### src/rtl/stream_perf_monitor.sv
// Per-channel valid/ready stream statistics: handshake, frame-active, stall and
// frame counters with a two-state frame tracker, done pulse and sticky overflow.
module stream_perf_monitor #(
    parameter int unsigned N_CH     = 2,
    parameter int unsigned CNT_W    = 32,
    parameter int unsigned SATURATE = 1
) (
    input  logic                    clk,
    input  logic                    rst_n,
    input  logic                    enable,
    input  logic                    clear,
    input  logic [N_CH-1:0]         valid,
    input  logic [N_CH-1:0]         ready,
    input  logic [N_CH-1:0]         last,
    output logic [N_CH*CNT_W-1:0]   beat_cnt,
    output logic [N_CH*CNT_W-1:0]   active_cnt,
    output logic [N_CH*CNT_W-1:0]   stall_cnt,
    output logic [N_CH*CNT_W-1:0]   frame_cnt,
    output logic [N_CH-1:0]         busy,
    output logic [N_CH-1:0]         frame_done,
    output logic [N_CH-1:0]         ovf
);

    localparam logic [0:0] IDLE   = 1'b0;
    localparam logic [0:0] ACTIVE = 1'b1;

    // Returns {overflow, next value}; all-ones either holds or wraps to zero.
    function automatic logic [CNT_W:0] bump(input logic [CNT_W-1:0] c);
        if (c == {CNT_W{1'b1}}) begin
            return {1'b1, (SATURATE != 0) ? c : {CNT_W{1'b0}}};
        end
        return {1'b0, c + CNT_W'(1)};
    endfunction

    for (genvar i = 0; i < int'(N_CH); i++) begin : g_ch
        logic             hs, stl, act, fin;
        logic [0:0]       state_q, state_d;
        logic [CNT_W-1:0] beat_q, beat_d, act_q, act_d;
        logic [CNT_W-1:0] stall_q, stall_d, frame_q, frame_d;
        logic             done_q, done_d, ovf_q, ovf_d;
        logic [CNT_W:0]   beat_inc, act_inc, stall_inc, frame_inc;

        // Every event term carries enable, so enable low freezes everything.
        assign hs  = enable & valid[i] & ready[i];
        assign stl = enable & valid[i] & ~ready[i];
        assign act = enable & ((state_q == ACTIVE) | hs);
        assign fin = hs & last[i];

        assign beat_inc  = bump(beat_q);
        assign act_inc   = bump(act_q);
        assign stall_inc = bump(stall_q);
        assign frame_inc = bump(frame_q);

        always_comb begin
            state_d = state_q;
            beat_d  = beat_q;
            act_d   = act_q;
            stall_d = stall_q;
            frame_d = frame_q;
            done_d  = 1'b0;
            ovf_d   = ovf_q;
            if (clear) begin
                state_d = IDLE;
                beat_d  = '0;
                act_d   = '0;
                stall_d = '0;
                frame_d = '0;
                ovf_d   = 1'b0;
            end else begin
                if (state_q == IDLE) begin
                    if (hs & ~last[i]) state_d = ACTIVE;
                end else begin
                    if (fin) state_d = IDLE;
                end
                if (hs) begin
                    beat_d = beat_inc[CNT_W-1:0];
                    if (beat_inc[CNT_W]) ovf_d = 1'b1;
                end
                if (act) begin
                    act_d = act_inc[CNT_W-1:0];
                    if (act_inc[CNT_W]) ovf_d = 1'b1;
                end
                if (stl) begin
                    stall_d = stall_inc[CNT_W-1:0];
                    if (stall_inc[CNT_W]) ovf_d = 1'b1;
                end
                if (fin) begin
                    frame_d = frame_inc[CNT_W-1:0];
                    if (frame_inc[CNT_W]) ovf_d = 1'b1;
                end
                done_d = fin;
            end
        end

        always_ff @(posedge clk or negedge rst_n) begin
            if (!rst_n) begin
                state_q <= IDLE;
                beat_q  <= '0;
                act_q   <= '0;
                stall_q <= '0;
                frame_q <= '0;
                done_q  <= 1'b0;
                ovf_q   <= 1'b0;
            end else begin
                state_q <= state_d;
                beat_q  <= beat_d;
                act_q   <= act_d;
                stall_q <= stall_d;
                frame_q <= frame_d;
                done_q  <= done_d;
                ovf_q   <= ovf_d;
            end
        end

        assign beat_cnt[i*CNT_W +: CNT_W]   = beat_q;
        assign active_cnt[i*CNT_W +: CNT_W] = act_q;
        assign stall_cnt[i*CNT_W +: CNT_W]  = stall_q;
        assign frame_cnt[i*CNT_W +: CNT_W]  = frame_q;
        assign busy[i]       = (state_q == ACTIVE);
        assign frame_done[i] = done_q;
        assign ovf[i]        = ovf_q;
    end

endmodule

### config.mk
export PLATFORM = sky130hd
export DESIGN_NAME = stream_perf_monitor
export DESIGN_NICKNAME = d
export VERILOG_FILES = /design/src/rtl/stream_perf_monitor.sv
export SDC_FILE = /design/constraint.sdc
export NUM_CORES = 1
export LEC_CHECK = 0
export CORE_ASPECT_RATIO = 0.6
export CORE_UTILIZATION = 55
export CTS_BUF_LIST = sky130_fd_sc_hd__clkbuf_2 sky130_fd_sc_hd__clkbuf_4 sky130_fd_sc_hd__clkbuf_8
export DETAILED_ROUTE_END_ITERATION = 10
export HOLD_SLACK_MARGIN = 0.1
export PLACE_DENSITY = 0.8
export SYNTH_ARGS = -nofsm -noshare
export SYNTH_HDL_FRONTEND = slang
export SYNTH_SLANG_ARGS = --single-unit
### constraint.sdc
create_clock -name clk -period 3.15 [get_ports clk]
set_input_delay 0.945 -clock clk [delete_from_list [all_inputs] [get_ports clk]]
set_output_delay 0.945 -clock clk [all_outputs]
set_load 0.005 [all_outputs]
Yosys cells after proc, flatten, opt, wreduce, memory -nomap -nowiden. Index checks and enable logic that the tools add are counted.

Bitwise logic cells: 18. Add/sub/neg operators: 8. Equality and inequality tests: 16. Reductions and logical operators: 16. Muxes and demuxes: 68.

Operator list (count): 2-to-1 mux 33 bit (16); 2-to-1 mux 32 bit (16); adder 32 x 1 -> 32 bit (second input constant) (8); equality test 32 bit (second input constant) (8); 2-to-1 mux 1 bit (36); != test 3 bit (second input constant) (8); AND reduction 2 bit (8); nonzero test 2 bit (8); AND 1 bit (12); NOT 1 bit (4); OR 1 bit (2).

Flip-flop bits (word level): 262. Output and inout bits: 262. Word-level logic and storage cells: 140. Bits of input ports: 10.

Logic depth before layout (Yosys ltp).
Depth in word-level cells: 12. Mapped depth: 10. Depth with buffers taken out: 6.

Least setup slack after synthesis. Ideal clock, no wire load.

Path kind: input port to flip-flop. From: input last[1]. To: register g_ch[1].frame_q[25]. Setup time: 0.078 ns. Arrival: 2.694 ns. Data required time: 3.072 ns. Buffers on the path: 1. Path slack: 0.378 ns. Cell stages on the path: 6. Path through: nand4_2 or4_4 or4_1 clkbuf_1 or4_1 a21oi_1.

Cells in the longest elaborated chain, start to end: 3.

Ends and longest elaborated chain: start: declaration (line 14) `input logic [N_CH-1:0] last,`; AND 1 bit (line 47) `assign fin = hs & last[i];`; nonzero test 2 bit (no line); AND reduction 2 bit (no line); end signal: assignment (line 109) `frame_q <= frame_d;`; end: declaration (line 39) `logic [CNT_W-1:0] stall_q, stall_d, frame_q, frame_d;`.

Every way passes these cells. A chain may end at the register's enable or synchronous reset.

Final worst setup path.
From: register g_ch[0].act_q[11]. To: register g_ch[0].act_q[1].

Cells in the longest elaborated chain, start to end: 5. Elaborated cells on any way between the ends: 7. Classes of those cells: 2 x eq/ne; 4 x mux; 1 x reduce/logical.

Ends and longest elaborated chain: start: declaration (line 38) `logic [CNT_W-1:0] beat_q, beat_d, act_q, act_d;`; start signal: assignment (line 107) `act_q <= act_d;`; equality test 32 bit (*) (line 29) `if (c == {CNT_W{1'b1}}) begin`; 2-to-1 mux 1 bit (line 29); 2-to-1 mux 33 bit (line 32) `return {1'b0, c + CNT_W'(1)};`; 2-to-1 mux 32 bit (line 79) `if (act) begin`; 2-to-1 mux 32 bit (line 62) `if (clear) begin`.

Every way passes the cells marked *; elsewhere a longest branch is shown, timed or not. The select of a mux whose other input is x is not followed.

==> results.toml <==
[run_status]
outcome = "complete, no violations"

[timing]
relSlewSlack_pct = 35.6
period_share_pct = 93.9
fin_ws_ns = 0.193
min_period_ns = 2.96
max_freq_mhz = 338
finalSetupTns_ns = 0
slew_viol_final = 0
worstMarginPinSlew_ns = 0.960
fin_skew_ns = 0.0143
setup_viol = 0
finalHoldViolCount = 0
rsz0062_at_grt = "no"

[synth]
synth_fa_ha_area_share_pct = 0.684
ys_seq_elements = 262
ys_seq_area_share_pct = 44.8
syn_avg_cell_area_um2 = 9.06
netlist.top_cell.by_area = "dfrtp_1"
synth_top_area_share_pct = 44.8
netlist_instances = 1617
synth_top_family_by_area = "simple AND/OR/NAND/NOR gates"
muxShareOfSynthArea_pct = 1.72
synth.distinct_cells = 61
async_reset_ff_share_pct = 100
yosys-top-cells-area = "dfrtp_1 (45%), a21oi_1 (5.6%), or4_1 (4.3%)"
ys.flop_type = "dfrtp_1"
syn_nets = 1635
synth_xor_area_share_pct = 3.77
yosys_warnings = 0
syn_area_um2 = 14600
synth_compound_area_share_pct = 16.8
synth-simple-area-share_pct = 28.9
synth-edff-count = 0

[clock_tree]
clock_sinks = 262
ctsHoldBuffers = 0
clockBufferDepth = 3
cts_buffers = 41
root_buffer = "clkbuf_8"
clock_latency_ns = 0.58
cts_tree = "yes"
clkTransAtPathRegs_ns = 0.07
cts_resized = 0
post_cts.repair.setup_buffers = 0
h-tree-depth = 2

[pwr]
leakagePower_uw = 0.00709
p_int_uw = 5160
swShare_pct = 23.8
power.density_nw_per_um2 = 355
clkPwrFrac_pct = 45.8
pwr-share-comb_pct = 4.2
peakVddDrop_mv = 0.273
seqPwrFrac_pct = 50.0
power.net_switching_uw = 1620

[floorplanning]
core_area_um2 = 25700
fp-row-count = 45
ioPinCount = 272
die_h_um = 128
die_w_um = 213
initial_core_util_pct = 56.9
dieArea_um2 = 27300

[place]
dpl.hpwl_um = 31500
place_congestion = 0.919
place_ws_ns = -0.324
numPlacedInstances = 2238
port_buffers = 271

[grt]
grt_pass1_vias = 13500
grt_max_degree = 88
grt_overflow = 0
track_usage_pct = 32.1
grt_first_pass_wirelength_um = 70800
antenna_found_initial = 0

[worst_setup_path]
cp_cell_sequence = "nand4_1 -> or4_1 -> o31ai_2 -> buf_12 -> buf_4 -> buf_4 -> mux2i_1 -> nor2_1"
required_ns = 3.59
crit_arrival_ns = 3.40
crit_top_cell = "buf_4"
cp_top_family = "simple AND/OR/NAND/NOR gates"
slowest_delay_ns = 0.79
r2r_end = "g_ch[0].act_q[1]$_DFFE_PN0P_"
worst-path-buf-inv = 3
r2r_start = "g_ch[0].act_q[11]$_DFFE_PN0P_"
reg2reg_slack_ns = 0.19
cp-end-kind = "flip-flop"
cp_max_fo = 13
r2r_cells = 8
cpMaxStageDelayCell = "o31ai_2"
critPathLaunchType = "flip-flop"
crit_type = "flip-flop to flip-flop"

[route]
drc = 0
drt_iter0_drc = 1774
via_count = 14800
vias_per_cell = 6.40
wl_um = 44100
drtAntennaViolNets = 0
wl_per_cell_um = 19.1
firstDrtPassIters = 6

[cells_and_area]
stdcell_count = 2310
fin_nets = 1947
drive_gt1_share_pct = 10.6
area_delta_synth_final_pct = 30.3
post-route-util_pct = 74.2
antennaDiodeCount = 0

[min_path]
hold_path_class = "input port to async pin"

[job]
drv_cap = 0
-- through the flow --
| stage | hold WS [ns] | area, um2 | total power [uW] |
|---|---|---|---|
| 4_1_cts | 0.348 | 19100 | 6820 |
| 6_report | 0.315 | 19100 | 6780 |
| 3_3_place_gp | 0.495 | 18200 | 3730 |
| 3_5_place_dp | 0.508 | 18200 | 3740 |
| 2_1_floorplan | 0.496 | 14600 | 3550 |
| 5_1_grt | 0.350 | 19100 | 7000 |
-- power by group through the flow --
stage / logic, uW / clock network [uW] / registers, uW
detailed placement: 287 / 0 / 3450
finish: 285 / 3110 / 3390
CTS: 288 / 3150 / 3390
global route: 314 / 3300 / 3390
floorplan: 103 / 0 / 3450
global placement: 282 / 0 / 3450
-- worst register-to-register path, cell delays in order, from the launching register on --
cell	delay (ns)
dfrtp_1	0.46
nand4_1	0.26
or4_1	0.64
o31ai_2	0.79
buf_12	0.22
buf_4	0.13
buf_4	0.11
mux2i_1	0.17
nor2_1	0.05
-- cell usage after synthesis, drive strengths merged (8+ instances only) --
| cell type | instances |
|---|---|
| or3 | 76 |
| nor2 | 117 |
| a31oi | 9 |
| buf | 18 |
| o31ai | 72 |
| and4 | 42 |
| dfrtp | 262 |
| a21oi | 163 |
| clkbuf | 73 |
| nor3 | 23 |
| xor2 | 14 |
| nor4 | 23 |
| a211oi | 20 |
| and3 | 32 |
| or2 | 10 |
| nand3 | 89 |
| nand2 | 115 |
| o21ai | 77 |
| inv | 30 |
| ha | 8 |
| xnor2 | 49 |
| nor2b | 15 |
| a2111oi | 8 |
| and2 | 14 |
| mux2 | 17 |
| nand4 | 72 |
| or4 | 87 |
-- logic make-up after synthesis --
kind of cell,count (synthesis)
and+or+nand+nor,741
AOI/OAI and AO/OA,399
DFF,262
buffers and inverters,121
xor gates and xnor gates,63
muxes,23
adders and majority gates,8
-- layout by cell type, fill, tap and decap left out, drive strengths merged, types with 49 or more instances in the layout --
cell type / count
clkbuf: 64
nand2: 115
nand3: 89
dfrtp: 262
xnor2: 49
or3: 76
clkdlybuf4s50: 269
o21ai: 77
nor2: 117
or4: 87
o31ai: 72
nand4: 72
buf: 90
a21oi: 163
-- per-layer routing --
layer | up-vias | share of wire [%] | track usage [%]
met5 | - | 0 | 0
met4 | 0 | 2.0 | 8.08
met3 | 74 | 9.8 | 8.59
met2 | 728 | 43 | 46.0
met1 | 7162 | 45 | 48.0
li1 | 6830 | - | -
-- flip-flops by register name, indices dropped and copies added (netlist names) --
| name | cells |
|---|---|
| g_ch.done_q | 2 |
| g_ch.beat_q | 64 |
| g_ch.stall_q | 64 |
| g_ch.act_q | 64 |
| g_ch.state_q | 2 |
| g_ch.frame_q | 64 |
| g_ch.ovf_q | 2 |
-- area by class of cell --
class | instances | area, um2
multi-input combinational | 1234 | 7630
clock buffer | 63 | 761
inverter | 30 | 113
sequential | 262 | 6560
fill | 1922 | 6640
clock inverter | 9 | 103
timing repair buffer | 360 | 3490
tap | 352 | 440
-- how the worst max path moves through the flow --
stage | slack (ns) | cells after the start | start | endpoint
6_report | 0.19 | 8 | g_ch[0].act_q[11]$_DFFE_PN0P_ | g_ch[0].act_q[1]$_DFFE_PN0P_
5_1_grt | 0.04 | 8 | g_ch[0].act_q[11]$_DFFE_PN0P_ | g_ch[0].act_q[1]$_DFFE_PN0P_
4_1_cts | 0.28 | 7 | ready[0] | g_ch[0].frame_q[29]$_DFFE_PN0P_
3_5_place_dp | -0.32 | 7 | ready[0] | g_ch[0].frame_q[29]$_DFFE_PN0P_
3_3_place_gp | -0.25 | 6 | ready[0] | g_ch[0].act_q[23]$_DFFE_PN0P_
2_1_floorplan | 0.38 | 6 | last[1] | g_ch[1].frame_q[25]$_DFFE_PN0P_
(Power assumes the default switching activity.)
